File: config.mk
export PLATFORM = sky130hd
export DESIGN_NAME = store_unit
export DESIGN_NICKNAME = d
export VERILOG_FILES = /design/src/rtl/store_unit.sv
export SDC_FILE = /design/constraint.sdc
export NUM_CORES = 1
export LEC_CHECK = 0
export ABC_AREA = 1
export CORE_MARGIN = 1.5
export CORE_UTILIZATION = 42
export DETAILED_ROUTE_END_ITERATION = 8
export GPL_TIMING_DRIVEN = 1
export HOLD_SLACK_MARGIN = 0.08
export PLACE_DENSITY = 0.72
export SLEW_MARGIN = 20
export SYNTH_ARGS = -nofsm -noshare
export SYNTH_HDL_FRONTEND = slang
export SYNTH_SLANG_ARGS = --single-unit
File: constraint.sdc
create_clock -name clk -period 6.1 [get_ports clk]
set_input_delay 1.22 -clock clk [delete_from_list [all_inputs] [get_ports clk]]
set_output_delay 1.22 -clock clk [all_outputs]
set_load 0.1 [all_outputs]
File: src/rtl/store_unit.sv
// store_unit
//   Write-side counterpart of the load data formatter. MEM-stage SW/SH/SB
//   requests are turned into a word address, a 4-bit byte strobe and
//   lane-replicated write data, queued in a small store buffer and drained
//   one at a time to data memory over a req/addr_ok/data_ok handshake.
//
// Parameters
//   DEPTH         store buffer entries (power of two, >= 2)
//
// Optional feature macro
//   STORE_ALIGN_EXC_EN  when defined, misaligned SH/SW raise adesM and are
//                       dropped; when undefined adesM/badvaddrM are tied low
//                       and misaligned stores are pushed with the low address
//                       bits ignored (SW) or only addr[1] honoured (SH).
//
// Ports
//   clk, rst                  clock, synchronous active-high reset
//   st_valid                  MEM stage presents an operation
//   alucontrolM[7:0]          operation code (SW/SH/SB acted on)
//   addrM[31:0]               effective byte address
//   writedataM[31:0]          store source value
//   st_ready                  buffer can accept a store (registered count only)
//   adesM, badvaddrM[31:0]    store address error and faulting address
//   sb_empty                  nothing buffered and no write in flight
//   data_req                  write request to data memory
//   data_addr/wstrb/wdata     head entry while a write is in progress, else 0
//   data_addr_ok, data_data_ok  memory handshake responses

module store_unit #(
  parameter int DEPTH = 2
) (
  input  logic        clk,
  input  logic        rst,
  input  logic        st_valid,
  input  logic [7:0]  alucontrolM,
  input  logic [31:0] addrM,
  input  logic [31:0] writedataM,
  output logic        st_ready,
  output logic        adesM,
  output logic [31:0] badvaddrM,
  output logic        sb_empty,
  output logic        data_req,
  output logic [31:0] data_addr,
  output logic [3:0]  data_wstrb,
  output logic [31:0] data_wdata,
  input  logic        data_addr_ok,
  input  logic        data_data_ok
);

  localparam int PW = $clog2(DEPTH);
  localparam int CW = $clog2(DEPTH + 1);
  localparam logic [CW-1:0] FULL_COUNT = CW'(DEPTH);

  localparam logic [7:0] EXE_SB_OP = 8'b11101000;
  localparam logic [7:0] EXE_SH_OP = 8'b11101001;
  localparam logic [7:0] EXE_SW_OP = 8'b11101011;

  typedef enum logic [1:0] {
    S_IDLE,
    S_REQ,
    S_WAIT
  } state_t;

  state_t          state;
  state_t          state_nx;
  logic [CW-1:0]   count;
  logic [PW-1:0]   head;
  logic [PW-1:0]   tail;

  logic [29:0]     buf_addr  [DEPTH];
  logic [3:0]      buf_wstrb [DEPTH];
  logic [31:0]     buf_wdata [DEPTH];

  logic            is_sb;
  logic            is_sh;
  logic            is_sw;
  logic            is_store;
  logic [3:0]      fmt_wstrb;
  logic [31:0]     fmt_wdata;
  logic            push;
  logic            pop;
  logic            active;

  assign is_sb    = (alucontrolM == EXE_SB_OP);
  assign is_sh    = (alucontrolM == EXE_SH_OP);
  assign is_sw    = (alucontrolM == EXE_SW_OP);
  assign is_store = is_sb | is_sh | is_sw;

  // Byte strobe and lane replication for the incoming store. Replicating
  // the source into every lane lets memory pick the lane purely by strobe.
  always_comb begin
    fmt_wstrb = 4'b0000;
    fmt_wdata = 32'h0;
    if (is_sw) begin
      fmt_wstrb = 4'b1111;
      fmt_wdata = writedataM;
    end else if (is_sh) begin
      fmt_wstrb = addrM[1] ? 4'b1100 : 4'b0011;
      fmt_wdata = {2{writedataM[15:0]}};
    end else if (is_sb) begin
      fmt_wstrb = 4'b0001 << addrM[1:0];
      fmt_wdata = {4{writedataM[7:0]}};
    end
  end

`ifdef STORE_ALIGN_EXC_EN
  logic misaligned;
  assign misaligned = (is_sh & addrM[0]) | (is_sw & (addrM[1:0] != 2'b00));
  assign adesM      = st_valid & misaligned;
  assign badvaddrM  = adesM ? addrM : 32'h0;
`else
  assign adesM      = 1'b0;
  assign badvaddrM  = 32'h0;
`endif

  // st_ready depends only on the registered count, so a same-cycle pop
  // never frees a slot for a push on a full buffer.
  assign st_ready = (count != FULL_COUNT);
  assign push     = st_valid & st_ready & is_store & ~adesM;

  // Buffer storage: data only, so it needs no reset; validity is tracked
  // by count and the pointers.
  always_ff @(posedge clk) begin
    if (push) begin
      buf_addr[tail]  <= addrM[31:2];
      buf_wstrb[tail] <= fmt_wstrb;
      buf_wdata[tail] <= fmt_wdata;
    end
  end

  // Drain FSM next-state and handshake decode. Only one write is ever
  // outstanding; the entry pops when data_ok completes it.
  always_comb begin
    state_nx = state;
    data_req = 1'b0;
    pop      = 1'b0;
    case (state)
      S_IDLE: begin
        if (count != '0) state_nx = S_REQ;
      end
      S_REQ: begin
        data_req = 1'b1;
        if (data_addr_ok && data_data_ok) begin
          pop      = 1'b1;
          state_nx = S_IDLE;
        end else if (data_addr_ok) begin
          state_nx = S_WAIT;
        end
      end
      S_WAIT: begin
        if (data_data_ok) begin
          pop      = 1'b1;
          state_nx = S_IDLE;
        end
      end
      default: state_nx = S_IDLE;
    endcase
  end

  // State register, pointers and occupancy count. Pointers wrap naturally
  // because DEPTH is a power of two.
  always_ff @(posedge clk) begin
    if (rst) begin
      state <= S_IDLE;
      count <= '0;
      head  <= '0;
      tail  <= '0;
    end else begin
      state <= state_nx;
      if (push) tail <= tail + 1'b1;
      if (pop)  head <= head + 1'b1;
      case ({push, pop})
        2'b10:   count <= count + 1'b1;
        2'b01:   count <= count - 1'b1;
        default: count <= count;
      endcase
    end
  end

  // The head is only presented while a write is in progress; it cannot
  // change during REQ because it moves only on pop.
  assign active     = (state != S_IDLE);
  assign data_addr  = active ? {buf_addr[head], 2'b00} : 32'h0;
  assign data_wstrb = active ? buf_wstrb[head] : 4'b0000;
  assign data_wdata = active ? buf_wdata[head] : 32'h0;

  assign sb_empty = (count == '0) && (state == S_IDLE);

endmodule
==> flow_results.org, run 1 <==
** Logic synthesis
- Synthesis produced 559 cells.
- Area share of the largest cell type after synthesis :: 65.06%
- Post-synth EDFFs :: 132
- Async SR Flop Fraction :: 0%
- Top cells by count, synth :: 149 x nor2_1, 132 x edfxtp_1, 66 x o21ai_0
- The number of different library cells used by synthesis comes to 26.
- For this run, the register share of the synthesized area comes to 67.36%.
- Among all cell types in the netlist, the one instantiated most often is nor2_1.
- After synthesis, the cell types taking the most area are edfxtp_1 65%, nor2_1 9.2%, o21ai_0 5.4%.
- During synthesis, Yosys emitted a total of 0 warnings.
- The average instance in the mapped netlist occupies approximately 11 um^2.
- In this run the cell area of the synthesized design comes to 6092 um^2.
- Most area-hungry cell type in the Yosys netlist :: edfxtp_1
- Synth Register Bits :: 139
- Dominant synthesized flop cell :: edfxtp_1

** Place
- Total half-perimeter wirelength after legalization and detailed placement :: 8.836 mm
- Placed Area :: 7530 um^2
- Input and output buffers added on the ports amount to ~150.
- The congestion estimate from routability-driven global placement came to 0.8545.

** STA
- Static timing analysis puts the maximum clock frequency at 214.0 MHz.
- Setup repair after global routing left no endpoint under its margin.
- Across the routed clock network, the largest skew measured is 6.284 ps.
- At the pin with the least slew margin, the transition time is 1068 ps.
- Setup TNS after final layout :: 0 ps
- For the finished layout, the period the worst path requires is around 4700 ps.
- Worst Hold Margin :: 458.9 ps
- Post-route fraction of the period consumed by the critical path :: roughly three quarters
- Max-slew headroom :: 28.71%
- Hold violation total from the final report :: 0
- The total count of max-transition violations in the final report is 0.
- Final setup violation count :: 0

** Clock network
- Buffers inserted to repair hold after CTS numbered 0.
- CTS buffer count :: 17
- Post-CTS timing repair inserted 0 buffers for setup.
- In this run, post-CTS repair resized a total of 0 instances.
- Cell at the root of the clock tree :: clkbuf_16
- Clock Path Buffers :: 2
- Clock-pin slew was measured on the worst setup and hold paths at 60 ps.
- The clock tree synthesis step divided the H-tree into 4 levels.
- Clock latency at the later pin of the worst-skew pair :: 420 ps
- TritonCTS built the clock tree.
- TritonCTS sink count :: 139

** Setup path
- Max Fanout on Critical Path :: 67
- Crit Path Category :: flip-flop to output pin
- Worst Path Arrival :: 3450 ps
- Launching instance or port of the critical path :: state[1]
- FF-to-FF Start :: state[1]
- STA classifies the critical path endpoint as an output pin.
- For the worst flop-to-flop path, the logic depth is 8.
- In this run the critical register-to-register path is captured at state[1].
- Flop-to-flop setup slack :: 3920 ps
- STA puts the critical path data required time at 4880 ps.
- Startpoint types :: flip-flop
- Critical Path End :: data_wdata[0]

** Final layout
- Final Cell Area :: 8129 um^2
- Fraction of layout instances using a drive strength above 1 :: 6.713%
- Antenna diode instance count :: 0
- The final layout contains 783 nets.
- Final core area utilization :: 57.89%
- Compared with the post-synthesis result, the final layout area differs by 33.44%.
- Number of fill cells :: 1,140

** Route
- Detailed Route WL :: approximately 14 mm
- The detailed router placed 4,445 vias in this run.
- DRC errors left :: 0
- Number of DRC markers after the initial detailed-route iteration :: 328
- Dividing the detail-routed wire length by the instance count gives approximately 16 um.
- Using the TritonRoute via totals, the vias-per-cell ratio works out to between 4 and 5.
- The count of nets left with antenna violations once routing finished came out at 0.
- Number of search-and-repair iterations in the first detailed-routing pass :: 5

** Run
- Max-cap violations in this run came to 0.

** GRT
- Met2 Resource Use GR :: 31.53%
- Leftover overflow at the end of global routing :: 0
- Wire length of the first global-routing pass :: 21.18 mm
- Busiest grt layer :: met2
- Global routing consumed, on the met1 layer, a little under a quarter of the routing resources.
- Entering global routing, the biggest net connects between 60 and 70 pins.
- In the global route stage, met3 resource usage came out at under 10%.
- Across every metal layer, demand over resource in global routing totals between 10% and 20%.
- Antenna violations before repair :: 0
- Vias in the first global route :: 4,161

** Worst hold path
- The worst hold path belongs to the class flip-flop to flip-flop.
- Worst min-delay path startpoint :: head

** Die
- The floorplan step defined a die boundary enclosing 15,240 um^2.
- The die is 123.4 um tall.
- The core region is roughly 14,000 um^2.
- From left edge to right edge, the die measures ~120 um.
- Core Rows :: 43
- Boundary Pins :: between 150 and 200
- Initial core utilization :: 43.38%

** Status
- Outcome :: complete, no violations

** Pwr
- Power comes to 3.486 mW.
- Total leakage power :: 3.000 nW
- The worst-case IR drop observed on VDD is 0.0002097 V.
- Pwr dens :: ~430 nW/um^2
==> layer usage <==
metal	vias up	wire length [um]
met3	18	1166
met5	-	0
met4	0	282
li1	2125	-
met1	2069	5797
met2	233	6683
==> worst max-delay path, stage by stage, from the launching register on <==
cell and delay (ps):
dfxtp_1 350, inv_1 70, ha_1 210, inv_2 780
o21ai_0 230, nor2_1 200, clkdlybuf4s50_1 1170
==> sequential cells by signal, summed over array words and instances, names as in the netlist, named ones only <==
| name | count |
|---|---|
| buf_wdata | 64 |
| buf_addr | 60 |
| count | 2 |
| state | 2 |
| buf_wstrb | 8 |
| tail | 1 |
| head | 1 |
==> worst min path at each step <==
stage                     end  slack (ps)  cells after the start
global route        flip-flop         490                      1
CTS                 flip-flop         450                      1
floorplan           flip-flop         430                      1
detailed placement  flip-flop         440                      1
global placement    flip-flop         430                      1
finish              flip-flop         460                      1
==> layout make-up <==
cell class              instances  area [um^2]  area share [%]
inverters                      27        105.1           1.293
clock inverters                15        173.9           2.139
repair buffers                150         1489           18.32
clock buffers                  17        425.4           5.233
multi-input cells             367         1605           19.75
well taps                     180        225.2           2.771
flip-flops and latches        139         4105           50.50
==> placed cells by master (no fill, tap or decap) <==
master,instances
a21oi_1,13
a21oi_2,1
and3_1,1
buf_4,5
bufinv_16,3
clkbuf_16,17
clkdlybuf4s50_1,145
clkinv_1,2
clkinv_2,4
clkinv_4,2
clkinvlp_4,4
conb_1,35
dfxtp_1,6
dfxtp_2,1
edfxtp_1,132
ha_1,4
inv_1,22
inv_2,2
inv_4,1
inv_6,2
nand2_1,58
nand2_2,2
nand3_1,17
nand4_1,1
nor2_1,148
nor2_2,2
nor2_4,2
nor2b_1,1
nor3_1,3
o211ai_1,6
o21ai_0,66
o21ai_1,7
==> kinds of logic after synthesis <==
group           share of synthesized area, %
compound gates                         7.948
buf+inv                                8.502
flops                                  67.36
fa+ha+maj                             0.8216
other cells                          0.06156
simple gates                           15.30
==> per-stage QoR <==
step,setup WS (ps),instances
2_1_floorplan,1010,593
3_3_place_gp,1897,863
3_5_place_dp,1856,863
4_1_cts,1410,895
5_1_grt,1201,895
6_report,1427,895
==> where the power goes <==
group / switching (mW) / internal [mW] / total [mW]
Sequential: 0.00596 / 1.05 / 1.05
Clock: 0.384 / 0.641 / 1.03
Combinational: 1.13 / 0.279 / 1.41
No activity file was read; power rests on OpenSTA's default activity.
==> inputs of run 2 (changes only) <==
--- a/config.mk
+++ b/config.mk
@@ -11,7 +11,7 @@
 export DETAILED_ROUTE_END_ITERATION = 8
 export GPL_TIMING_DRIVEN = 1
 export HOLD_SLACK_MARGIN = 0.08
-export PLACE_DENSITY = 0.72
+export PLACE_DENSITY = 0.75
 export SLEW_MARGIN = 20
 export SYNTH_ARGS = -nofsm -noshare
 export SYNTH_HDL_FRONTEND = slang
==> constraint.sdc (replaced) <==
create_clock -name clk -period 3.99 [get_ports clk]
set_input_delay 0.798 -clock clk [delete_from_list [all_inputs] [get_ports clk]]
set_output_delay 0.798 -clock clk [all_outputs]
set_load 0.1 [all_outputs]
==> flow_results.org, run 2 (same netlist as run 1, synthesis figures left out) <==
** Die
- Width of the die :: 123.4 um (unchanged)
- Core Rows :: 43 (unchanged)
- Die Y-Extent :: 123.4 um (unchanged)
- Initial core utilization :: 43.38% (unchanged)
- Area of the die :: 15,240 um^2 (unchanged)
- Boundary Pins :: 181 (unchanged)
- The core box area came to 14,040 um^2 (unchanged).

** STA
- Least-Margin Pin Slew :: 966.6 ps (-101.2 ps)
- Total count of max-transition violations in the final report :: 0 (unchanged)
- The hold violation count in the final report is 0 (unchanged).
- Final setup violation count :: 0 (unchanged)
- The hold slack came to 451.4 ps (-7.544 ps).
- Clock tree skew after final layout :: 4.550 ps (-1.734 ps)
- RSZ-0062 raised after global routing :: false
- Setup TNS after final layout :: 0 ps (unchanged)
- The relative slew slack came to 35.36% (+6.6 points).
- Based on the critical path, the design can be clocked at up to 305.2 MHz.
- Post-route fraction of the period consumed by the critical path :: 82.13%
- Post-layout minimum cycle time :: around 3300 ps

** Route
- The final routed DRC violation total was 0 (unchanged).
- The total met2 wirelength after detailed routing came to 6.694 mm (+0.16%).
- The number of vias in the routed layout is 4,428 (-0.38%).
- The average wire length per cell after detail routing came to 15.40 um (-1.1%).
- The total length of routed wires is 13.84 mm (-0.62%).
- M1 WL :: 5.744 mm (-0.91%)
- The average vias per placed instance is 4.925 (-0.83%).
- Number of DRC markers after the initial detailed-route iteration :: 373 (+14%)
- Routed signal wires occupy layers up through met4.
- The iteration count of the initial detailed-routing pass came to 5 (unchanged).
- Detail Route met3 WL :: 1.209 mm (+3.7%)
- Number of antenna-violating nets in the routed design :: 0 (unchanged)

** Final layout
- Final Cell Area :: 7973 um^2 (-1.9%)
- Final core area utilization :: 56.78% (-1.1 points)
- The post-layout instance count excluding filler cells came to 899 (+0.45%).
- Number of fill cells :: 1,156 (+1.4%)
- Flip-flop count of the largest register, all copies and words added :: 64 (unchanged)
- Fraction of layout instances using a drive strength above 1 :: 15.86% (+9.1 points)
- Register containing the most flip-flops in the final layout :: buf_wdata
- The area occupied by registers came to 4105 um^2 (unchanged).
- The largest registers in the layout are buf_wdata x64, buf_addr x60, buf_wstrb x8.
- Antenna diode instance count :: 0 (unchanged)
- The top cell types in the final layout, fill and taps aside, are 148 x nor2_1, 132 x edfxtp_1, 78 x clkdlybuf4s50_1.
- The area growth from synthesis to layout is 30.87%.
- Final layout net count :: 787 (+0.51%)
- Leading cell type in the layout, fill and taps excluded :: nor2_1
- The multi-input combinational cell area was 1605 um^2 (unchanged).

** Pwr
- The clock network power share was 29.3% (about the same).
- Largest voltage drop on the vdd net :: 0.0002978 V (+42%)
- The leakage power was 3.139 nW (+4.6%).
- Sw Ratio :: 43.80% (+0.21 points)
- Part of the total power dissipated in combinational logic :: 40.1% (-0.3 points)
- The relative contribution of sequential cells to total power is 30.6% (+0.4 points).
- The total power per unit cell area came to 659.3 nW/um^2 (+54%).
- Reported net switching power :: 2.302 mW (+52%)
- The internal power came to 2.954 mW (+50%).

** GRT
- The maximum number of pins on one net before global-route repair came to 67 (-1.5%).
- The total overflow reported by the global router is 0 (unchanged).
- Wire length of the first global-routing pass :: 21.31 mm (+0.62%)
- Aggregate global-route resource usage :: 18.80% (-0.13 points)
- The via count of the first global-routing pass was 4,280 (+2.9%).
- The number of antenna violations at the first check in global routing is 0 (unchanged).

** Place
- The count of input and output buffers was 145 (unchanged).
- The detailed-placement wirelength estimate came to 9.412 mm (+6.5%).
- The final weighted congestion in routability-driven placement is 0.9374 (+9.7%).
- The cell count after placement is 867 (+0.46%).
- The placement-stage cell area is 7390 um^2 (-1.9%).

** Clock network
- Clock latency at the later pin of the worst-skew pair :: 400 ps (-20 ps)
- The H-tree level count was 4 (unchanged).
- The tree is rooted in a clkbuf_16.
- Post-CTS setup buffer count :: 0 (unchanged)
- Clock tree from TritonCTS :: built
- CTS buffer count :: 17 (unchanged)
- The count of clock tree sinks was 139 (unchanged).
- Clock Path Buffers :: 2 (unchanged)
- The cts-stage hold buffer count was 0 (unchanged).
- PostCTS Resize Cnt :: 0 (unchanged)
- Reg clk slew, reported paths :: 50 ps (about the same)

** Setup path
- The largest fanout of any net on the critical path was 35 (-48%).
- STA classifies the critical path startpoint as a flip-flop.
- The slowest stage of the critical path belongs to the cell buf_4.
- The maximum single-stage delay on the critical path was 410 ps (-760 ps).
- Cell-by-cell trace of the critical path :: inv_1 > ha_1 > inv_2 > buf_4 > o21ai_0 > nor2_1 > buf_4
- Worst Path Arrival :: 2480 ps (-970 ps)
- Crit Path Category :: flip-flop to output pin
- In this design, the critical path's most frequently occurring cell is buf_4.
- Kind of end point of the critical path :: output pin
- The critical path data required time came to 3190 ps (-1690 ps).

** Worst hold path
- The tightest min-delay check is of the flip-flop to flip-flop type.

** Run
- The number of max-cap violations was 0 (unchanged).

** Status
- Outcome :: complete, no violations
==> run 2: cell count changes in the layout (fill, tap and decap cells not counted), sizes merged <==
cell	previous run	this run
buf	5	76
clkdlybuf4s50	145	78
clkbuf	17	19
clkinvlp	4	3
inv	27	26
==> run 2: worst max-delay path, delay by kind of cell, from the launching register on <==
family                   cells  cell delay [ps]
buffers and inverters        4             1200
adder cells (fa/ha/maj)      1              220
flip-flops                   1              330
AND/OR/NAND/NOR              1              170
AO/OA/AOI/OAI                1              140
==> run 2: power by group through the flow <==
stage	sequential, mW	combinational [mW]	clock (mW)
detailed placement	1.64	2.12	0
floorplan	1.64	1.70	0
global route	1.61	2.21	1.64
global placement	1.64	2.10	0
CTS	1.61	2.12	1.57
finish	1.61	2.11	1.54
==> run 2: stage by stage <==
stage,total power [mW],setup WS (ps)
2_1_floorplan,3.335,399.4
3_3_place_gp,3.733,1005
3_5_place_dp,3.757,968.9
4_1_cts,5.294,670.0
5_1_grt,5.453,493.3
6_report,5.256,713.2
==> run 2: path summary, 6_finish.rpt <==
| path | from | to | cells past startpoint | slack [ps] |
|---|---|---|---|---|
| worst min register to register | head | flip-flop | 1 | 450 |
| worst min-delay path | head | flip-flop | 1 | 450 |
| worst max-delay path | state[0] | data_addr[17] | 7 | 710 |
| worst max register to register | count[0] | buf_wstrb[0][3] | 7 | 2150 |
==> run 2: cell type report <==
cell class	instances	area share, %
clock buffers	19	5.430
clock inverters	13	1.883
inverters	27	1.287
multi-input cells	367	20.13
flip-flops and latches	139	51.49
well taps	180	2.825
repair buffers	154	16.95
==> run 2: per-layer routing <==
| metal | vias up | GRT usage [%] |
|---|---|---|
| met1 | 2046 | 23.84 |
| met5 | - | 0 |
| met3 | 20 | 4.797 |
| li1 | 2127 | - |
| met2 | 235 | 31.53 |
| met4 | 0 | 6.322 |
==> inputs of run 3 (changes only) <==
==> constraint.sdc (replaced) <==
create_clock -name clk -period 2.9 [get_ports clk]
set_input_delay 0.58 -clock clk [delete_from_list [all_inputs] [get_ports clk]]
set_output_delay 0.58 -clock clk [all_outputs]
set_load 0.1 [all_outputs]
==> flow_results.org, run 3 (same netlist as run 1, synthesis figures left out) <==
** Route
- Detailed Route WL :: 14.05 mm (+1.5%)
- Vias post-DR :: 4,512 (+1.9%)
- DRC errors left :: 0 (unchanged)
- The average vias per placed instance is 5.013 (+1.8%).
- Number of search-and-repair iterations in the first detailed-routing pass :: 7 (+2)
- Number of antenna-violating nets in the routed design :: 0 (unchanged)
- Average routed wire per standard cell :: 15.61 um (+1.4%)
- The DRC violation total after the first TritonRoute iteration is 346 (-7.2%).

** Pwr
- Largest voltage drop on the vdd net :: 0.0004326 V (+45%)
- The leakage power was 3.338 nW (+6.4%).
- Pwr dens :: 876.3 nW/um^2 (+33%)

** Final layout
- The area occupied by registers was 4105 um^2 (unchanged).
- Final standard cell count with taps included and fillers excluded :: 900 (+0.11%)
- The final-layout fill cell count is 1,038 (-10%).
- From synthesis to final layout, the design area changed by 47.28%.
- The number of antenna cells inserted was 0 (unchanged).
- The proportion of layout cells with a drive suffix above 1 was 22.08% (+6.2 points).
- The net count of the finished layout was 788 (+0.13%).
- The multi-input combinational cell area is 1710 um^2 (+6.5%).
- Leaving out fill and tap cells, the most frequent cell in the layout is edfxtp_1.
- The post-route cell area is 8972 um^2 (+13%).
- Commonest cells after routing, fill and taps aside :: 132 x edfxtp_1, 108 x nor2_1, 76 x clkdlybuf4s50_1
- The number of flip-flops under the largest register name was 64 (unchanged).
- Registers with the highest flip-flop counts :: buf_wdata x64, buf_addr x60, buf_wstrb x8
- Register containing the most flip-flops in the final layout :: buf_wdata

** Setup path
- The reg-to-reg setup timing slack is 1160 ps (-990 ps).
- The critical path data required time was 2320 ps (-870 ps).
- The number of cell instances on the worst register-to-register path was 9 (+2).
- Worst R2R End :: count[1]
- FF-to-FF Start :: count[0]
- Max Fanout on Critical Path :: 67 (+91%)
- Crit Path Category :: flip-flop to output pin
- STA classifies the critical path startpoint as a flip-flop.
- Worst Path Arrival :: 2010 ps (-470 ps)
- The worst setup path is captured at an output pin.
- Launching instance or port of the critical path :: state[1]

** Clock network
- The cts-stage hold buffer count is 0 (unchanged).
- The count of clock tree sinks came to 139 (unchanged).
- The TritonCTS buffer count was 17 (unchanged).
- Clock latency at the later pin of the worst-skew pair :: 410 ps (about the same)
- TritonCTS built the clock tree.
- Htree depth :: 4 (unchanged)
- The post-cts resize count came to 0 (unchanged).
- Post-CTS setup buffer count :: 0 (unchanged)
- Reg clk slew, reported paths :: 50 ps (about the same)
- The tree is rooted in a clkbuf_16.
- The maximum buffer depth of the clock tree was 2 (unchanged).

** Place
- The cell count after placement was 868 (+0.12%).
- GPL Wtd Cong :: 0.9349 (-0.27%)
- The detailed-placement wirelength estimate is 9.842 mm (+4.6%).
- Placed Area :: 8389 um^2 (+14%)
- The count of input and output buffers is 145 (unchanged).

** Die
- The number of top-level pins came to 181 (unchanged).
- Area of the die :: 15,240 um^2 (unchanged)
- Width of the die :: 123.4 um (unchanged)
- The core box area came to 14,040 um^2 (unchanged).
- The die span in y is 123.4 um (unchanged).
- Core Rows :: 43 (unchanged)
- The starting utilization of the core area is 43.38% (unchanged).

** STA
- Fmax :: 386.8 MHz
- Least-Margin Pin Slew :: 604.4 ps (-362.2 ps)
- The number of setup violations in the final report came to 0 (unchanged).
- Clock tree skew after final layout :: 9.307 ps (+4.757 ps)
- Counting I/O delays and the setup requirement, the final critical path takes 2586 ps.
- Hold violation total from the final report :: 0 (unchanged)
- Setup repair after global routing left no endpoint under its margin.
- Setup TNS after final layout :: 0 ps (unchanged)
- The total count of max-transition violations in the final report came to 0 (unchanged).
- In the finished design, the share of the clock period the worst path needs comes to 89.16%.
- The relative slew slack is 59.71% (+24 points).

** GRT
- Antenna violations before repair :: 0 (unchanged)
- The first-pass GRT wire length was 21.76 mm (+2.1%).
- The total overflow reported by the global router is 0 (unchanged).
- The maximum number of pins on one net before global-route repair is 68 (+1.5%).
- Vias in the first global route :: 4,396 (+2.7%)
- Aggregate global-route resource usage :: 19.17% (+0.37 points)

** Run
- Number of max-capacitance violations reported :: 0 (unchanged)

** Status
- Outcome :: complete, no violations

** Worst hold path
- Type of the tightest min-delay check :: flip-flop to flip-flop
- Worst hold stages :: 1 (unchanged)
- The worst hold path begins at head.
==> run 3: cell type report <==
type	instances	share of cell area, %
Sequential cell	139	45.75
Timing Repair Buffer	155	24.99
Multi-Input combinational cell	367	19.06
Clock buffer	18	4.783
Tap cell	180	2.510
Clock inverter	14	1.715
Inverter	27	1.185
==> run 3: how the worst max path moves through the flow <==
stage | to | slack (ps) | cells past startpoint
2_1_floorplan | buf_addr[0][0] | 20 | 6
3_3_place_gp | count[1] | 360 | 10
3_5_place_dp | count[1] | 310 | 10
4_1_cts | data_wdata[31] | 320 | 7
5_1_grt | data_wdata[23] | 180 | 7
6_report | data_wdata[23] | 310 | 7
==> run 3: routing by layer <==
layer / global-route usage (%) / part of all wire (%)
met1: 24.21 / 40
met2: 32.12 / 49
met3: 4.889 / 9.3
met4: 6.753 / 1.8
met5: 0 / 0
==> run 3: stage by stage <==
step	hold slack [ps]	power, mW	setup WS, ps	util, %
3_3_place_gp	424.5	5.787	360.4	59.74
5_1_grt	476.2	8.101	178.8	63.90
4_1_cts	447.4	7.897	321.3	63.90
3_5_place_dp	440.0	5.824	305.6	59.74
2_1_floorplan	425.5	4.613	20.48	-
6_report	451.3	7.862	314.5	63.90
==> run 3: critical path, stage by stage, from the launching register on <==
cell and delay, ps:
dfxtp_1 350, inv_1 80, ha_1 220, inv_2 80
buf_12 240, o21ai_0 170, nor2_2 230, buf_12 210
==> run 3: power breakdown <==
| part | switching, mW | internal, mW |
|---|---|---|
| logic | 2.50 | 1.06 |
| registers | 0.0130 | 2.20 |
| clock network | 0.755 | 1.34 |
